`config.mk`:
```
export PLATFORM = sky130hd
export DESIGN_NAME = load_store_unit
export DESIGN_NICKNAME = d
export VERILOG_FILES = /design/src/rtl/lsu_defs.sv /design/src/rtl/load_extend.sv /design/src/rtl/load_store_unit.sv
export SDC_FILE = /design/constraint.sdc
export NUM_CORES = 1
export LEC_CHECK = 0
export ABC_AREA = 1
export BUFFER_PORTS_ARGS = -buffer_cell sky130_fd_sc_hd__buf_2
export CAP_MARGIN = 20
export CORE_MARGIN = 3
export CORE_UTILIZATION = 45
export DETAILED_ROUTE_END_ITERATION = 8
export PLACE_DENSITY = 0.79
export SLEW_MARGIN = 10
export SYNTH_ARGS = -nofsm -noshare
export SYNTH_HDL_FRONTEND = slang
export SYNTH_SLANG_ARGS = --single-unit
```
`constraint.sdc`:
```
create_clock -name adc_sck -period 1.3 [get_ports adc_sck]
set_input_delay 0 -clock adc_sck [delete_from_list [all_inputs] [get_ports adc_sck]]
set_output_delay 0 -clock adc_sck [all_outputs]
set_load 0.01 [all_outputs]
```
`src/rtl/lsu_defs.sv`:
```
// Shared definitions for the load/store unit: funct3 codes, FSM states and
// the request legality rule used at acceptance time.
package lsu_defs;

  localparam logic [2:0] F3_B  = 3'b000;
  localparam logic [2:0] F3_H  = 3'b001;
  localparam logic [2:0] F3_W  = 3'b010;
  localparam logic [2:0] F3_BU = 3'b100;
  localparam logic [2:0] F3_HU = 3'b101;

  typedef enum logic [1:0] {
    ST_IDLE = 2'd0,
    ST_BUS  = 2'd1,
    ST_WB   = 2'd2,
    ST_ERR  = 2'd3
  } lsu_state_e;

  // Unsigned variants exist only for loads; halves and words must be naturally aligned.
  function automatic logic req_legal(input logic       is_store,
                                     input logic [2:0] funct3,
                                     input logic [1:0] addr_lo);
    logic ok;
    ok = 1'b0;
    case (funct3)
      F3_B:    ok = 1'b1;
      F3_H:    ok = ~addr_lo[0];
      F3_W:    ok = (addr_lo == 2'b00);
      F3_BU:   ok = ~is_store;
      F3_HU:   ok = ~is_store & ~addr_lo[0];
      default: ok = 1'b0;
    endcase
    return ok;
  endfunction

endpackage

```
`src/rtl/load_extend.sv`:
```
// Selects the addressed byte/half lane of a read word and sign- or
// zero-extends it according to the load funct3.
module load_extend
  import lsu_defs::*;
(
  input  logic [31:0] rdata,
  input  logic [1:0]  addr_lo,
  input  logic [2:0]  funct3,
  output logic [31:0] data
);

  logic [7:0]  byte_lane;
  logic [15:0] half_lane;

  always_comb begin
    case (addr_lo)
      2'd0:    byte_lane = rdata[7:0];
      2'd1:    byte_lane = rdata[15:8];
      2'd2:    byte_lane = rdata[23:16];
      default: byte_lane = rdata[31:24];
    endcase
    half_lane = addr_lo[1] ? rdata[31:16] : rdata[15:0];

    data = rdata;
    case (funct3)
      F3_B:    data = {{24{byte_lane[7]}}, byte_lane};
      F3_BU:   data = {24'b0, byte_lane};
      F3_H:    data = {{16{half_lane[15]}}, half_lane};
      F3_HU:   data = {16'b0, half_lane};
      default: data = rdata;
    endcase
  end

endmodule

```
`src/rtl/load_store_unit.sv`:
```
// Multi-cycle load/store unit: one request at a time, req/ack data bus with
// byte strobes, extended load writeback to the register file.
module load_store_unit
  import lsu_defs::*;
#(
  parameter int DATA_WIDTH     = 32,
  parameter int TIMEOUT_CYCLES = 255
) (
  input  logic                  adc_sck,
  input  logic                  reset,
  input  logic                  req_valid,
  input  logic                  req_is_store,
  input  logic [2:0]            req_funct3,
  input  logic [DATA_WIDTH-1:0] req_addr,
  input  logic [DATA_WIDTH-1:0] req_wdata,
  input  logic [4:0]            req_rd,
  output logic                  busy,
  output logic                  done,
  output logic                  err,
  output logic                  mem_req,
  output logic                  mem_we,
  output logic [DATA_WIDTH-1:0] mem_addr,
  output logic [3:0]            mem_wstrb,
  output logic [DATA_WIDTH-1:0] mem_wdata,
  input  logic [DATA_WIDTH-1:0] mem_rdata,
  input  logic                  mem_ack,
  output logic                  wr_en,
  output logic [4:0]            wr_addr,
  output logic [DATA_WIDTH-1:0] wr_data
);

  localparam int              CNT_W    = $clog2(TIMEOUT_CYCLES) + 1;
  localparam logic [CNT_W-1:0] CNT_LAST = CNT_W'(TIMEOUT_CYCLES - 1);

  lsu_state_e state, state_nxt;

  logic                  legal;
  logic                  timeout;
  logic                  is_store_q;
  logic [2:0]            funct3_q;
  logic [1:0]            addr_lo_q;
  logic [4:0]            rd_q;
  logic [CNT_W-1:0]      cnt;
  logic [DATA_WIDTH-1:0] ext_data;
  logic [3:0]            strb_nxt;
  logic [DATA_WIDTH-1:0] wdata_nxt;

  assign legal   = req_legal(req_is_store, req_funct3, req_addr[1:0]);
  assign busy    = (state != ST_IDLE) || req_valid;
  assign timeout = (cnt == CNT_LAST);

  load_extend u_load_extend (
    .rdata   (mem_rdata),
    .addr_lo (addr_lo_q),
    .funct3  (funct3_q),
    .data    (ext_data)
  );

  // NOTE: sequential state uses non-blocking assignments so every flop samples pre-edge values.
  always_ff @(posedge adc_sck or negedge reset) begin
    if (!reset) state <= ST_IDLE;
    else        state <= state_nxt;
  end

  // NOTE: every combinational output gets a default first so no path infers a latch.
  always_comb begin
    state_nxt = state;
    case (state)
      ST_IDLE: if (req_valid) state_nxt = legal ? ST_BUS : ST_ERR;
      ST_BUS: begin
        if (mem_ack)      state_nxt = is_store_q ? ST_IDLE : ST_WB;
        else if (timeout) state_nxt = ST_ERR;
      end
      default: state_nxt = ST_IDLE;
    endcase
  end

  // Store lane placement; only sb/sh/sw reach acceptance for stores.
  always_comb begin
    strb_nxt  = 4'b1111;
    wdata_nxt = req_wdata;
    case (req_funct3)
      F3_B: begin
        strb_nxt  = 4'b0001 << req_addr[1:0];
        wdata_nxt = {4{req_wdata[7:0]}};
      end
      F3_H: begin
        strb_nxt  = req_addr[1] ? 4'b1100 : 4'b0011;
        wdata_nxt = {2{req_wdata[15:0]}};
      end
      default: ;
    endcase
  end

  always_ff @(posedge adc_sck or negedge reset) begin
    if (!reset) begin
      done       <= 1'b0;
      err        <= 1'b0;
      mem_req    <= 1'b0;
      mem_we     <= 1'b0;
      mem_addr   <= '0;
      mem_wstrb  <= 4'b0000;
      mem_wdata  <= '0;
      wr_en      <= 1'b0;
      wr_addr    <= '0;
      wr_data    <= '0;
      is_store_q <= 1'b0;
      funct3_q   <= '0;
      addr_lo_q  <= '0;
      rd_q       <= '0;
      cnt        <= '0;
    end else begin
      done  <= 1'b0;
      err   <= 1'b0;
      wr_en <= 1'b0;
      case (state)
        ST_IDLE: begin
          if (req_valid && legal) begin
            is_store_q <= req_is_store;
            funct3_q   <= req_funct3;
            addr_lo_q  <= req_addr[1:0];
            rd_q       <= req_rd;
            cnt        <= '0;
            mem_req    <= 1'b1;
            mem_we     <= req_is_store;
            mem_addr   <= {req_addr[DATA_WIDTH-1:2], 2'b00};
            mem_wstrb  <= req_is_store ? strb_nxt : 4'b0000;
            mem_wdata  <= wdata_nxt;
          end else if (req_valid) begin
            err <= 1'b1;
          end
        end
        ST_BUS: begin
          cnt <= cnt + CNT_W'(1);
          if (mem_ack || timeout) begin
            mem_req   <= 1'b0;
            mem_we    <= 1'b0;
            mem_wstrb <= 4'b0000;
          end
          // Ack wins over a timeout landing in the same cycle.
          if (mem_ack) begin
            if (is_store_q) begin
              done <= 1'b1;
            end else begin
              wr_en   <= (rd_q != 5'd0);
              wr_addr <= rd_q;
              wr_data <= ext_data;
              done    <= 1'b1;
            end
          end else if (timeout) begin
            err <= 1'b1;
          end
        end
        default: ;
      endcase
    end
  end

endmodule

```
==> Word-level counts from Yosys, hierarchy flattened <==
Index checks and enable logic that the tools add are counted.
{ "op_classes": {"add_sub_neg": 1, "n_eq_ne": 15, "shift": 1, "muxes": 34, "bitwise": 4, "reduce_logical": 16} }
{ "ops": {"columns": ["operator", "n"], "rows": [
  ["$pmux W32 S4", 1],
  ["$pmux W32 S2", 1],
  ["$pmux W8 S3", 1],
  ["$pmux W9 S2", 1],
  ["$mux W16", 1],
  ["$mux W4", 4],
  ["$pmux W4 S2", 2],
  ["$eq A3 B3 Y1 const B", 4],
  ["$mux W1", 12],
  ["$mux W2", 5],
  ["$add A9 B1 Y9 const B", 1],
  ["$eq A9 B8 Y1 const B", 1],
  ["$mux W9", 1],
  ["$eq A3 B1 Y1 const B", 2],
  ["$logic_not A2 Y1", 3],
  ["$logic_not A3 Y1", 2],
  ["$ne A2 B2 Y1 const B", 3],
  ["$pmux W1 S2", 3],
  ["$reduce_and A2 Y1", 3],
  ["$reduce_and A3 Y1", 2],
  ["$pmux W1 S5", 1],
  ["$reduce_bool A5 Y1", 1],
  ["$eq A2 B1 Y1 const B", 2],
  ["$pmux W2 S2", 1],
  ["other kinds (9)", 13]
]} }
{ "word_totals": {"reg_bits": 130, "in_bits": 109, "out_inout_bits": 111, "elab_cells": 87} }

==> Logic depth before layout (Yosys ltp) <==
{ "depth": {"depth_word": 6, "ltp_mapped": 11, "ltp_nobuf": 10} }

==> Hierarchy <==
A second synthesis with hierarchy kept.
{ "hier_totals": {"cells_unflattened": 861, "hier_area_um2": 6437.4} }
{ "modules_own_cells": {"columns": ["module", "n_inst", "cells_each", "area_per_inst_um2", "seq_area_each_um2"], "rows": [
  ["load_store_unit", 1, 669, 5541.6, 3253.1],
  ["load_extend", 1, 192, 895.9, 0.0]
]} }

==> Worst setup path before layout <==
Ideal clock, no wire load.
{ "synth_path": {"path_type": "reg-to-reg", "from": "reg state[0]", "to": "reg funct3_q[0]", "setup_ps": 66, "arrival_time_ps": 1395, "t_required_ps": 1234, "path_slack_ps": -161, "path_stages_with_launch": 8, "path_buffers": 2, "period_less_slack_ps": 1461, "path_cell_list": "dfrtp_1 > nor2_1 > inv_1 > nor2_2 > buf_2 > buf_1 > nand3_1 > nand2_1"} }
{ "synth_via": {"elab_chain_cells": 2} }
{ "synth_rtl": {"columns": ["element", "line_no", "text"], "rows": [
  ["start: declaration", "load_store_unit.sv:35", "lsu_state_e state, state_nxt;"],
  ["start signal: assignment", "load_store_unit.sv:62", "else state <= state_nxt;"],
  ["$logic_not A2 Y1", "load_store_unit.sv:116", "case (state)"],
  ["$reduce_and A2 Y1 (no line)", null, null],
  ["end signal: assignment", "load_store_unit.sv:120", "funct3_q <= req_funct3;"],
  ["end: declaration", "load_store_unit.sv:40", "logic [2:0] funct3_q;"]
]} }
Every way passes these cells.
A chain may end at the register's enable or synchronous reset.

==> Worst setup path in the final report <==
{ "layout_path": {"from": "reg state[0]", "to": "reg mem_wdata[15]"} }
{ "layout_via": {"elab_chain_cells": 2} }
{ "layout_rtl": {"columns": ["element", "line_no", "text"], "rows": [
  ["$logic_not A2 Y1", "load_store_unit.sv:116", null],
  ["$reduce_and A2 Y1 (no line)", null, null],
  ["end signal: assignment", "load_store_unit.sv:128", "mem_wdata <= wdata_nxt;"],
  ["end: declaration", "load_store_unit.sv:24", "output logic [DATA_WIDTH-1:0] mem_wdata,"]
]} }
Every way passes these cells.

==> results.toml <==
[synth]
yosysSeqAreaShare = 0.5169
synth.top_cell.area_share = 0.5169
yosys-top-cells-area = "dfrtp_1 (52%), nand2_1 (16%), nand3_1 (6.8%), o21ai_0 (5.2%), a21oi_1 (5.1%)"
yosys_warnings = 0
synth_seq_cells = 130
synth_cell_type_count = 29
syn_avg_cell_area_um2 = 7.818
syn_inst = 805
yosysTopAreaCell = "dfrtp_1"
syn-cell-area_mm2 = 0.006294

[finish]
seqCellArea_mm2 = 0.003254
layout_common_cells = "nand2_1 (246), buf_2 (215), dfrtp_1 (129)"
mostFrequentLayoutCell = "nand2_1"
nets = 1294
syn_to_final_growth_pct = 64.81
fillerInstances = 845
design_area_mm2 = 0.01037
post-route-util = 0.7710
multi_input_area_mm2 = 0.002874
drive_gt1_frac = 0.3528

[run]
maxCapViolCount = 0

[global_route]
antenna_found_initial = 2
busiest_layer = "met2"
first_global_vias = 7080
grt_pass1_wl_mm = 34.40
grtUsageMet2 = 0.4698
grtUsageMet3 = 0.06990
grt_max_degree = 75
grt_overflow = 0
gr-usage-met1 = 0.3167
grt_usage = 0.2723

[detailed_routing]
ant_nets = 0
wl_per_cell_um = 17.35
vias = 7334
drcViolationCount = 0
drt_iter0_markers = 813
viasPerCell = 5.338
first_pass_iters = 6
wirelength_mm = 23.83

[floorplan]
die_area_mm2 = 0.01544
start_util = 0.4678
dieHeight_um = 124.3
ios = 220
row_count = 42
core_area_mm2 = 0.01345
die_w_um = 124.3

[setup_path]
slowest_stage = "dfrtp_1"
cp_cell_sequence = "nor2_2 > inv_2 > nor2_4 > nand2_8 > buf_12 > nand2_1 > o21ai_1"
cp_num_buf_inv = 2
crit_path_start_kind = "flip-flop"
crit_type = "flip-flop to flip-flop"
critPathArrivalTime_ns = 1.81
cp-end-kind = "flip-flop"
path_max_fanout = 40
critPathTopFamily = "simple AND/OR/NAND/NOR gates"
slowest_delay_ns = 0.42
worst_ep_required_time_ns = 1.58

[placement]
hpwl_mm = 12.66
place_area_mm2 = 0.007856
io_buffer_count = 217
gp_congestion = 0.8742

[clock_tree]
h-tree-depth = 4
clk_pin_slew_ns = 0.06
clockBufferDepth = 2
cts-root-buf = "clkbuf_16"
cts_tree = "built"
clk_latency_ns = 0.42
cts_num_sinks = 130
cts_buffers = 17

[pwr]
ir_drop_v = 0.001367
p_leak_uw = 0.005509
power_density_mw_per_mm2 = 2171

[status]
violations = "negative setup slack"
run_status = "finished with violations"

[timing]
final-hold-violation-count = 0
finalSetupViolations = 129
clock.fmax_ghz = 0.6536
rsz0062_at_grt = "yes"
fin_crit_sh = 1.177
post-route-min-period_ns = 1.530
finalMaxSlewViolations = 0
fin_skew_ns = 0.01109
setup_slack_ns = -0.2300

[hold_path]
worstHoldPathType = "input pin to flip-flop"
-- layer usage --
metal	up-vias	part of all wire	routed length [um]
met5	-	0.00055	13
met4	2	0.042	994
met3	93	0.078	1870
met2	452	0.51	12130
met1	3448	0.37	8821
li1	3339	-	-
-- tightest hold or removal path, delay by kind of cell --
kind	cells	cell delay (ns)
AOI/OAI and AO/OA	2	0.19
buffers and inverters	3	0.19
-- state kept, by name, summed over array words and instances (netlist names) --
name and cells:
rd_q 5, mem_wstrb 4, funct3_q 3, is_store_q 1
mem_we 1, done 1, mem_req 1, state 2
addr_lo_q 2, err 1, wr_en 1, mem_addr 30
mem_wdata 32, wr_data 32, wr_addr 5, cnt 9
-- synth_stat cells --
master	n
nand2_1	270
dfrtp_1	130
nand3_1	85
inv_1	72
o21ai_0	65
a21oi_1	64
nor2_1	23
or2_2	17
buf_2	16
clkbuf_1	15
o21ai_1	10
buf_6	6
buf_4	5
o211ai_1	3
o22ai_1	3
buf_1	2
clkinv_1	2
ha_1	2
nand2_2	2
nand2_4	2
nand3b_1	2
o21bai_1	2
conb_1	1
inv_2	1
nand4_1	1
nor2_2	1
nor2_4	1
nor3_4	1
o31ai_1	1
-- worst paths after layout --
kind | from | end | slack [ns] | cells past startpoint
min in group asynchronous | reset | mem_wdata[21] | 0.15 | 3
max in group asynchronous | reset | state[0] | 0.78 | 3
worst max register to register | state[0] | mem_wdata[15] | -0.23 | 7
worst max-delay path | state[0] | mem_wdata[15] | -0.23 | 7
worst min-delay path | mem_rdata[7] | wr_data[7] | 0.002 | 5
worst min register to register | mem_addr[19] | mem_addr[19] | 0.47 | 2
-- logic make-up after synthesis --
family | Yosys count | synth area share
and+or+nand+nor | 405 | 0.2736
buffers and inverters | 119 | 0.08429
DFF | 130 | 0.5169
other | 1 | 0.0005958
adders and majority gates | 2 | 0.003976
AOI/OAI and AO/OA | 148 | 0.1207
-- area by class of cell --
| type | count | share of cell area |
|---|---|---|
| Inverter | 75 | 0.02774 |
| Sequential cell | 130 | 0.3138 |
| Tap cell | 176 | 0.02123 |
| Clock inverter | 9 | 0.01001 |
| Multi-Input combinational cell | 557 | 0.2771 |
| Clock buffer | 23 | 0.04704 |
| Timing Repair Buffer | 402 | 0.3027 |
| Antenna cell | 2 | 0.0004825 |
-- report_power, final --
part	switching (uW)	leakage, uW	internal [uW]
Combinational	5830	0.00361	4700
Clock	1770	0.000289	3020
Sequential	1240	0.00161	5960
Total	8850	0.00551	13700
-- per-stage QoR --
stage               hold WS, ns  power [uW]  instances  worst slack, ns  TNS (ns)
floorplan               -0.2956       11660        806        -0.004931  -0.04908
global placement        0.04180       14930       1205         -0.05947    -1.543
detailed placement      0.03804       15170       1205          -0.1227    -5.749
global route            0.03491       23830       1373          -0.2593    -24.44
CTS                    0.008101       20790       1357         -0.06512    -2.338
finish                 0.002322       22520       1374          -0.2300    -17.63
-- repair_timing --
action | CTS | global route
hold buffers | 112 | 0
buffers inserted | 6 | 6
gates cloned | 2 | 10
endpoints found under the hold margin | 237 | 0
resized for setup | 49 | 97
pin swaps | 12 | 18
endpoints found under the setup margin | 120 | 129
Note: power is estimated with default switching activity, not from simulation.
